==> src/rtl/port_rd_sgdma_if.sv <==
// Handshake bundle between the egress SGDMA and its neighbours: the crossbar
// descriptor FIFO, the MMU read port, the port output FIFO and the free
// pointer list. Signal names keep the i_/o_ direction prefix as seen from
// the DMA, so the master modport is the DMA itself.
interface port_rd_sgdma_if #(
  parameter int DATA_WIDTH = 32,
  parameter int ADDR_WIDTH = 17,
  parameter int CNT_WIDTH  = 8,
  parameter int DISP_WIDTH = ADDR_WIDTH + CNT_WIDTH + 7
);
  // Descriptor FIFO (standard FIFO: data valid the cycle after the pop)
  logic                  o_cb_rd_en;
  logic [DISP_WIDTH-1:0] i_cb_dout;
  logic                  i_cb_empty;
  // MMU read port
  logic                  o_mmu_rd_req;
  logic [ADDR_WIDTH-1:0] o_mmu_rd_addr;
  logic                  i_mmu_rd_ready;
  logic                  i_mmu_rd_vld;
  logic [DATA_WIDTH-1:0] i_mmu_rd_dat;
  // Port output FIFO
  logic                  o_out_wr_en;
  logic [DATA_WIDTH-1:0] o_out_dat;
  logic                  o_out_sop;
  logic                  o_out_eop;
  logic                  i_out_full;
  // Free pointer list
  logic                  o_fp_wr_en;
  logic [ADDR_WIDTH-1:0] o_fp_din;
  logic                  i_fp_full;
  // Status
  logic                  o_busy;
  logic                  o_desc_err;

  modport master (
    output o_cb_rd_en, o_mmu_rd_req, o_mmu_rd_addr, o_out_wr_en, o_out_dat,
           o_out_sop, o_out_eop, o_fp_wr_en, o_fp_din, o_busy, o_desc_err,
    input  i_cb_dout, i_cb_empty, i_mmu_rd_ready, i_mmu_rd_vld, i_mmu_rd_dat,
           i_out_full, i_fp_full
  );

  modport slave (
    input  o_cb_rd_en, o_mmu_rd_req, o_mmu_rd_addr, o_out_wr_en, o_out_dat,
           o_out_sop, o_out_eop, o_fp_wr_en, o_fp_din, o_busy, o_desc_err,
    output i_cb_dout, i_cb_empty, i_mmu_rd_ready, i_mmu_rd_vld, i_mmu_rd_dat,
           i_out_full, i_fp_full
  );
endinterface

==> src/rtl/port_rd_sgdma.sv <==
// Output-port read-side scatter-gather DMA.
// Pops a dispatch descriptor, reads the packet's consecutive SRAM units
// through the MMU, streams them to the port output FIFO framed with sop/eop,
// and hands every read address back to the free pointer list once its data
// has returned. Reads in flight plus buffered words never exceed RBUF_DEPTH,
// so returning data never needs backpressure.
module port_rd_sgdma #(
  parameter int DATA_WIDTH = 32,
  parameter int ADDR_WIDTH = 17,
  parameter int CNT_WIDTH  = 8,
  parameter int DISP_WIDTH = ADDR_WIDTH + CNT_WIDTH + 7,
  parameter int RBUF_DEPTH = 4
) (
  input  logic            i_clk,
  input  logic            i_rst_n,
  port_rd_sgdma_if.master bus
);

  localparam int PTR_W = $clog2(RBUF_DEPTH);
  localparam int OCC_W = PTR_W + 1;
  localparam logic [OCC_W-1:0] DEPTH_OCC = OCC_W'(RBUF_DEPTH);
  localparam logic [OCC_W:0]   DEPTH_SUM = (OCC_W + 1)'(RBUF_DEPTH);

  typedef enum logic [1:0] {
    ST_IDLE,
    ST_DESC,
    ST_ISSUE,
    ST_DRAIN
  } state_t;

  // Control state
  state_t                state_q;
  logic                  arm_q;
  logic [ADDR_WIDTH-1:0] issue_addr_q;
  logic [CNT_WIDTH-1:0]  issue_left_q;
  logic [CNT_WIDTH-1:0]  drain_left_q;
  logic [CNT_WIDTH-1:0]  unit_cnt_q;
  logic [OCC_W-1:0]      inflight_q;

  // Return buffer: read data waiting for room in the output FIFO
  logic [DATA_WIDTH-1:0] rb_mem [RBUF_DEPTH];
  logic [PTR_W-1:0]      rb_wp_q;
  logic [PTR_W-1:0]      rb_rp_q;
  logic [OCC_W-1:0]      rb_cnt_q;

  // Free queue: accepted read addresses, released in read order
  logic [ADDR_WIDTH-1:0] fq_mem [RBUF_DEPTH];
  logic [PTR_W-1:0]      fq_wp_q;
  logic [PTR_W-1:0]      fq_rp_q;
  logic [OCC_W-1:0]      fq_cnt_q;
  logic [OCC_W-1:0]      ret_cnt_q;

  // Descriptor fields {first_addr, unit_cnt, pri, dest}; pri/dest travel in
  // the packet head word, so only address and count matter here.
  logic [ADDR_WIDTH-1:0] desc_addr;
  logic [CNT_WIDTH-1:0]  desc_cnt;
  assign desc_addr = bus.i_cb_dout[DISP_WIDTH-1 -: ADDR_WIDTH];
  assign desc_cnt  = bus.i_cb_dout[DISP_WIDTH-ADDR_WIDTH-1 -: CNT_WIDTH];

  // Handshake terms shared by the FSM, the counters and the outputs
  logic credit;
  logic fq_full;
  logic cb_pop;
  logic desc_zero;
  logic rd_req;
  logic rd_acc;
  logic vld_ok;
  logic out_pop;
  logic fp_pop;

  // Decode this cycle's handshakes from registered state and live inputs
  // NOTE: every always_comb output gets a default first so no path can infer a latch.
  always_comb begin
    credit    = 1'b0;
    fq_full   = 1'b0;
    cb_pop    = 1'b0;
    desc_zero = 1'b0;
    rd_req    = 1'b0;
    rd_acc    = 1'b0;
    vld_ok    = 1'b0;
    out_pop   = 1'b0;
    fp_pop    = 1'b0;

    credit    = ({1'b0, inflight_q} + {1'b0, rb_cnt_q}) < DEPTH_SUM;
    fq_full   = (fq_cnt_q == DEPTH_OCC);
    // arm_q keeps the pop low while reset is held and for the first cycle after
    cb_pop    = (state_q == ST_IDLE) && arm_q && !bus.i_cb_empty;
    desc_zero = (state_q == ST_DESC) && (desc_cnt == '0);
    rd_req    = (state_q == ST_ISSUE) && (issue_left_q != '0) && credit && !fq_full;
    rd_acc    = rd_req && bus.i_mmu_rd_ready;
    // Data with nothing in flight (e.g. left over from before a reset) is dropped
    vld_ok    = bus.i_mmu_rd_vld && (inflight_q != '0);
    out_pop   = (rb_cnt_q != '0) && !bus.i_out_full;
    fp_pop    = (ret_cnt_q != '0) && !bus.i_fp_full;
  end

  // Packet sequencing: descriptor fetch, read issue and drain
  // NOTE: sequential state uses non-blocking assignments so every register samples pre-edge values.
  always_ff @(posedge i_clk or negedge i_rst_n) begin
    if (!i_rst_n) begin
      state_q      <= ST_IDLE;
      arm_q        <= 1'b0;
      issue_addr_q <= '0;
      issue_left_q <= '0;
      drain_left_q <= '0;
      unit_cnt_q   <= '0;
    end else begin
      arm_q <= 1'b1;
      if (out_pop) begin
        drain_left_q <= drain_left_q - CNT_WIDTH'(1);
      end
      case (state_q)
        ST_IDLE: begin
          if (cb_pop) begin
            state_q <= ST_DESC;
          end
        end
        ST_DESC: begin
          issue_addr_q <= desc_addr;
          issue_left_q <= desc_cnt;
          drain_left_q <= desc_cnt;
          unit_cnt_q   <= desc_cnt;
          state_q      <= desc_zero ? ST_IDLE : ST_ISSUE;
        end
        ST_ISSUE: begin
          if (rd_acc) begin
            // Address wraps naturally at 2^ADDR_WIDTH
            issue_addr_q <= issue_addr_q + ADDR_WIDTH'(1);
            issue_left_q <= issue_left_q - CNT_WIDTH'(1);
            if (issue_left_q == CNT_WIDTH'(1)) begin
              state_q <= ST_DRAIN;
            end
          end
        end
        ST_DRAIN: begin
          if ((drain_left_q == '0) && (fq_cnt_q == '0)) begin
            state_q <= ST_IDLE;
          end
        end
        default: state_q <= ST_IDLE;
      endcase
    end
  end

  // Occupancy counters; a simultaneous +1/-1 leaves a counter unchanged
  always_ff @(posedge i_clk or negedge i_rst_n) begin
    if (!i_rst_n) begin
      inflight_q <= '0;
      rb_cnt_q   <= '0;
      fq_cnt_q   <= '0;
      ret_cnt_q  <= '0;
    end else begin
      inflight_q <= inflight_q + OCC_W'(rd_acc) - OCC_W'(vld_ok);
      rb_cnt_q   <= rb_cnt_q   + OCC_W'(vld_ok) - OCC_W'(out_pop);
      fq_cnt_q   <= fq_cnt_q   + OCC_W'(rd_acc) - OCC_W'(fp_pop);
      ret_cnt_q  <= ret_cnt_q  + OCC_W'(vld_ok) - OCC_W'(fp_pop);
    end
  end

  // Ring pointers for the return buffer and the free queue
  always_ff @(posedge i_clk or negedge i_rst_n) begin
    if (!i_rst_n) begin
      rb_wp_q <= '0;
      rb_rp_q <= '0;
      fq_wp_q <= '0;
      fq_rp_q <= '0;
    end else begin
      if (vld_ok)  rb_wp_q <= rb_wp_q + PTR_W'(1);
      if (out_pop) rb_rp_q <= rb_rp_q + PTR_W'(1);
      if (rd_acc)  fq_wp_q <= fq_wp_q + PTR_W'(1);
      if (fp_pop)  fq_rp_q <= fq_rp_q + PTR_W'(1);
    end
  end

  // Storage writes: returning data and accepted addresses
  // NOTE: storage arrays carry no reset; the occupancy counters alone say which entries are valid.
  always_ff @(posedge i_clk) begin
    if (vld_ok) rb_mem[rb_wp_q] <= bus.i_mmu_rd_dat;
    if (rd_acc) fq_mem[fq_wp_q] <= issue_addr_q;
  end

  // Outputs: data buses are gated by their strobes so they read 0 when idle
  assign bus.o_cb_rd_en    = cb_pop;
  assign bus.o_mmu_rd_req  = rd_req;
  assign bus.o_mmu_rd_addr = issue_addr_q;
  assign bus.o_out_wr_en   = out_pop;
  assign bus.o_out_dat     = out_pop ? rb_mem[rb_rp_q] : '0;
  assign bus.o_out_sop     = out_pop && (drain_left_q == unit_cnt_q);
  assign bus.o_out_eop     = out_pop && (drain_left_q == CNT_WIDTH'(1));
  assign bus.o_fp_wr_en    = fp_pop;
  assign bus.o_fp_din      = fp_pop ? fq_mem[fq_rp_q] : '0;
  assign bus.o_busy        = (state_q != ST_IDLE);
  assign bus.o_desc_err    = desc_zero;

endmodule

==> src/flat_wrapper.sv <==
// flat-port wrapper written by rule: the top's interface ports become plain ports
module port_rd_sgdma_flat 
#(
  parameter int DATA_WIDTH = 32,
  parameter int ADDR_WIDTH = 17,
  parameter int CNT_WIDTH  = 8,
  parameter int DISP_WIDTH = ADDR_WIDTH + CNT_WIDTH + 7,
  parameter int RBUF_DEPTH = 4
)
  (i_clk, i_rst_n, bus_o_cb_rd_en, bus_o_mmu_rd_req, bus_o_mmu_rd_addr, bus_o_out_wr_en, bus_o_out_dat, bus_o_out_sop, bus_o_out_eop, bus_o_fp_wr_en, bus_o_fp_din, bus_o_busy, bus_o_desc_err, bus_i_cb_dout, bus_i_cb_empty, bus_i_mmu_rd_ready, bus_i_mmu_rd_vld, bus_i_mmu_rd_dat, bus_i_out_full, bus_i_fp_full);
  port_rd_sgdma_if #(.DATA_WIDTH(DATA_WIDTH), .ADDR_WIDTH(ADDR_WIDTH), .CNT_WIDTH(CNT_WIDTH), .DISP_WIDTH(DISP_WIDTH)) bus_i ();
  input  logic i_clk;
  input  logic i_rst_n;
  output wire logic [$bits(bus_i.o_cb_rd_en)-1:0] bus_o_cb_rd_en;
  output wire logic [$bits(bus_i.o_mmu_rd_req)-1:0] bus_o_mmu_rd_req;
  output wire logic [$bits(bus_i.o_mmu_rd_addr)-1:0] bus_o_mmu_rd_addr;
  output wire logic [$bits(bus_i.o_out_wr_en)-1:0] bus_o_out_wr_en;
  output wire logic [$bits(bus_i.o_out_dat)-1:0] bus_o_out_dat;
  output wire logic [$bits(bus_i.o_out_sop)-1:0] bus_o_out_sop;
  output wire logic [$bits(bus_i.o_out_eop)-1:0] bus_o_out_eop;
  output wire logic [$bits(bus_i.o_fp_wr_en)-1:0] bus_o_fp_wr_en;
  output wire logic [$bits(bus_i.o_fp_din)-1:0] bus_o_fp_din;
  output wire logic [$bits(bus_i.o_busy)-1:0] bus_o_busy;
  output wire logic [$bits(bus_i.o_desc_err)-1:0] bus_o_desc_err;
  input wire logic [$bits(bus_i.i_cb_dout)-1:0] bus_i_cb_dout;
  input wire logic [$bits(bus_i.i_cb_empty)-1:0] bus_i_cb_empty;
  input wire logic [$bits(bus_i.i_mmu_rd_ready)-1:0] bus_i_mmu_rd_ready;
  input wire logic [$bits(bus_i.i_mmu_rd_vld)-1:0] bus_i_mmu_rd_vld;
  input wire logic [$bits(bus_i.i_mmu_rd_dat)-1:0] bus_i_mmu_rd_dat;
  input wire logic [$bits(bus_i.i_out_full)-1:0] bus_i_out_full;
  input wire logic [$bits(bus_i.i_fp_full)-1:0] bus_i_fp_full;
  assign bus_o_cb_rd_en = bus_i.o_cb_rd_en;
  assign bus_o_mmu_rd_req = bus_i.o_mmu_rd_req;
  assign bus_o_mmu_rd_addr = bus_i.o_mmu_rd_addr;
  assign bus_o_out_wr_en = bus_i.o_out_wr_en;
  assign bus_o_out_dat = bus_i.o_out_dat;
  assign bus_o_out_sop = bus_i.o_out_sop;
  assign bus_o_out_eop = bus_i.o_out_eop;
  assign bus_o_fp_wr_en = bus_i.o_fp_wr_en;
  assign bus_o_fp_din = bus_i.o_fp_din;
  assign bus_o_busy = bus_i.o_busy;
  assign bus_o_desc_err = bus_i.o_desc_err;
  assign bus_i.i_cb_dout = bus_i_cb_dout;
  assign bus_i.i_cb_empty = bus_i_cb_empty;
  assign bus_i.i_mmu_rd_ready = bus_i_mmu_rd_ready;
  assign bus_i.i_mmu_rd_vld = bus_i_mmu_rd_vld;
  assign bus_i.i_mmu_rd_dat = bus_i_mmu_rd_dat;
  assign bus_i.i_out_full = bus_i_out_full;
  assign bus_i.i_fp_full = bus_i_fp_full;
  port_rd_sgdma #(.DATA_WIDTH(DATA_WIDTH), .ADDR_WIDTH(ADDR_WIDTH), .CNT_WIDTH(CNT_WIDTH), .DISP_WIDTH(DISP_WIDTH), .RBUF_DEPTH(RBUF_DEPTH)) u_core (.i_clk(i_clk), .i_rst_n(i_rst_n), .bus(bus_i));
endmodule
==> config.mk <==
export PLATFORM = sky130hd
export DESIGN_NAME = port_rd_sgdma_flat
export DESIGN_NICKNAME = d
export VERILOG_FILES = /design/src/rtl/port_rd_sgdma_if.sv /design/src/rtl/port_rd_sgdma.sv /design/src/flat_wrapper.sv
export SDC_FILE = /design/constraint.sdc
export NUM_CORES = 1
export LEC_CHECK = 0
export BUFFER_PORTS_ARGS = -buffer_cell sky130_fd_sc_hd__buf_2
export CELL_PAD_IN_SITES_DETAIL_PLACEMENT = 1
export CELL_PAD_IN_SITES_GLOBAL_PLACEMENT = 1
export CORE_ASPECT_RATIO = 0.8
export CORE_UTILIZATION = 35
export CTS_CLUSTER_DIAMETER = 50
export DETAILED_ROUTE_END_ITERATION = 8
export GPL_TIMING_DRIVEN = 0
export PLACE_DENSITY = 0.58
export SYNTH_ARGS = -nofsm -noshare
export SYNTH_HDL_FRONTEND = slang
export SYNTH_SLANG_ARGS = --single-unit
==> constraint.sdc <==
create_clock -name i_clk -period 4.46 [get_ports i_clk]
set_clock_uncertainty 0.05 [all_clocks]
set_input_delay 0.446 -clock i_clk [delete_from_list [all_inputs] [get_ports i_clk]]
set_output_delay 0.446 -clock i_clk [all_outputs]
set_load 0.02 [all_outputs]
==> summary.md <==
| Metric | Value |
|---|---|
| Average cell area after synthesis | 15.4 um2 |
| Dominant cell type by area after synthesis | edfxtp_1 |
| Hold/Removal Path Class | input pin to flip-flop |
| Cell Area, Synth | 11200 um2 |
| Slew HR | 36.5% |
| DRC viols | 0 |
| Fraction of registers with async set/reset | 24.6% |
| Top cells by area, synth | edfxtp_1 (53%), dfrtp_1 (14%), mux4_2 (9.9%) |
| Critical Path Slowest Stage Cell | a2111oi_4 |
| DR WL/cell | 20.0 um |
| Delay-heaviest family, CP | adder cells |
| Post-DP HPWL | 18500 um |
| Yosys warns | 0 |
| Outcome | complete, no violations |
| Setup TNS Final | 0 ps |
| Antenna violations before repair | 1 |
| Leakage power | 5.12 nW |
| Placement Rows | 58 |
| Met1 Usage GRT | 24.9% |
| Die width | 202 um |
| Layout cell share with drive strength beyond 1 | 28.4% |
| Crit path arrival time | 3950 ps |
| CTS resizes | 0 |
| Synth Instances | 723 |
| Period utilization | 80.7% |
| Die ar. | 32600 um2 |
| Hold slack | 120 ps |
| Core Region | 31400 um2 |
| Final Hold Fails | 0 |
| Fillers | 3219 |
| Total power | 9.75 mW |
| GR Overflow Total | 0 |
| Area Overhead vs Synth | 21.7% |
| Share of the synthesized area in the top cell type | 52.7% |
| DRT Pass-1 Iters | 5 |
| Met3 usage | 2.83% |
| Slew @ Worst Pin | 952 ps |
| Largest net degree at the start of global routing | 63 |
| DRT iter0 DRCs | 383 |
| Setup ws final | 862 ps |
| Height of the chip | 162 um |
| Max Fanout on Critical Path | 11 |
| Kind of critical path | flip-flop to flip-flop |
| Worst setup SP type | flip-flop |
| Max Freq | 278 MHz |
| First-pass GRT wire length | 42100 um |
| Number of global-route vias before repair | 7130 |
| Clock Tree Buf Depth | 3 |
| CP Cell Sequence | ha_1 > or4b_4 > a2111oi_4 > nand2_2 > inv_2 > buf_4 > ha_1 > inv_1 > fa_1 > xnor2_1 > xnor2_1 |
| Multi-input logic area | 3450 um2 |
| Min Clock Period, post-route | 3600 ps |
| GRT Total Usage | 16.9% |
| VDD IR max | 0.000240 V |
| Pre-CTS setup slack | 900 ps |
| I/O Pins | 145 |
| CTS tree | yes |
| Max stage delay on crit path | 620 ps |
| GRT Max-Usage Layer | met2 |
| Clock-pin slew on the worst setup and hold paths | 60 ps |
| GRT met2 Usage | 26.1% |
| Register area share after synthesis | 67.0% |
| CP bufs+invs | 3 |
| # setup viols final | 0 |
| Final Wtd Congestion | 0.751 |
| CP required | 4820 ps |
| Crit. End Element | flip-flop |
| Cts hold-fix bufs | 1 |
| # clock sinks | 260 |
| Most common cell in the netlist | edfxtp_1 |
| Slew Viols, Final | 0 |
| Final nets | 1002 |
| Final ANT Viol Nets | 0 |
| Synth top cells by count | edfxtp_1 (196), dfrtp_1 (64), and2_1 (54) |
| Clk root buf | clkbuf_16 |
| DR vias/cell | 4.95 |
| RSZ-0062 raised after global routing | false |
| Total Wirelength | 27000 um |
| Pwr dens | 718 nW/um2 |
| Top FF cell, synth | edfxtp_1 |
| Register bit total from synthesis | 260 |
| Maxcap violations | 0 |
| Worst R2R Setup Slack | 860 ps |
| Util after Layout | 43.2% |
| Register area | 7490 um2 |
| CTS Buf Count | 35 |
| Detailed-route via count | 6667 |
| PortBufs | 137 |
| Initial Util | 35.5% |
| Syn_nets | 822 |
| Htree depth | 2 |
| Setup bufs post-CTS | 0 |
| Clk_lat worst skew | 500 ps |
| Synth cell types | 60 |
| Post-synth EDFFs | 196 |
==> metrics by stage <==
stage | std cells | instance area [um2]
floorplan | 723 | 11200
global route | 1347 | 13600
global placement | 1280 | 12400
detailed placement | 1285 | 12500
CTS | 1347 | 13600
finish | 1348 | 13600
==> registers in the layout (all words and copies together), names as in the netlist, 8 cells and up, named ones only <==
name / count
u_core.rb_mem: 128
u_core.issue_left_q: 8
u_core.bus.o_mmu_rd_addr: 17
u_core.unit_cnt_q: 8
u_core.fq_mem: 68
u_core.drain_left_q: 8
==> final timing paths <==
path                                            from                      to  depth (start not counted)
worst max-delay path            u_core.inflight_q[2]      u_core.fq_cnt_q[2]                         11
worst min-delay path            bus_i_mmu_rd_dat[31]    u_core.rb_mem[2][31]                          1
worst max register to register  u_core.inflight_q[2]      u_core.fq_cnt_q[2]                         11
worst min register to register  u_core.unit_cnt_q[2]    u_core.unit_cnt_q[2]                          2
max in group asynchronous                    i_rst_n  u_core.drain_left_q[7]                          3
min in group asynchronous                    i_rst_n       u_core.fq_rp_q[1]                          2
==> placed cells by master, fill, tap and decap left out, types with 8 or more instances in the layout <==
| cell type | n |
|---|---|
| ha_1 | 24 |
| mux4_2 | 49 |
| and2_1 | 50 |
| edfxtp_1 | 196 |
| a21oi_1 | 18 |
| nor3_1 | 16 |
| and3_1 | 11 |
| nand3_1 | 8 |
| nand2_1 | 48 |
| o21ai_0 | 22 |
| nor2_1 | 38 |
| xnor2_1 | 26 |
| buf_2 | 138 |
| dfrtp_1 | 64 |
| clkbuf_16 | 35 |
| inv_1 | 26 |
| clkbuf_1 | 36 |
==> worst reg2reg max path: cells and delay by family (launching register included) <==
kind | cells | cell delay, ps
xor gates and xnor gates | 2 | 320
and+or+nand+nor | 2 | 740
adders and majority gates | 3 | 820
buffers and inverters | 3 | 530
DFF | 1 | 420
AOI/OAI and AO/OA | 1 | 620
==> logic make-up (layout without fill, tap and decap cells) <==
| kind of cell | count (synthesis) | after routing | share of synthesized area [%] |
|---|---|---|---|
| flip-flops | 260 | 260 | 67.0 |
| buffers and inverters | 62 | 266 | 2.14 |
| AO/OA/AOI/OAI | 81 | 81 | 5.13 |
| multiplexers | 51 | 51 | 10.1 |
| XOR/XNOR | 30 | 30 | 2.35 |
| other | 1 | 2 | 0.0336 |
| adder cells (fa/ha/maj) | 28 | 28 | 3.41 |
| AND/OR/NAND/NOR | 210 | 210 | 9.82 |
==> per-layer routing <==
layer	routed length, um	part of all wire (%)
met1	13300	49
met2	12200	45
met3	1070	4.0
met4	410	1.5
met5	0	0
==> cell type report <==
type | count | share of cell area [%]
clock inverter | 16 | 1.15
buffer | 35 | 1.01
clock buffer | 45 | 6.80
timing repair buffer | 143 | 5.93
sequential | 260 | 55.1
inverter | 27 | 0.746
tap | 420 | 3.87
multi-input combinational | 401 | 25.4
antenna | 1 | 0.0184
==> report_power, final <==
| group | internal, mW | leakage (nW) | switching [mW] |
|---|---|---|---|
| Combinational | 1.42 | 2.03 | 1.94 |
| Sequential | 3.31 | 2.55 | 0.472 |
| Clock | 1.59 | 0.536 | 1.01 |
Power figures use the tool's default switching activity.
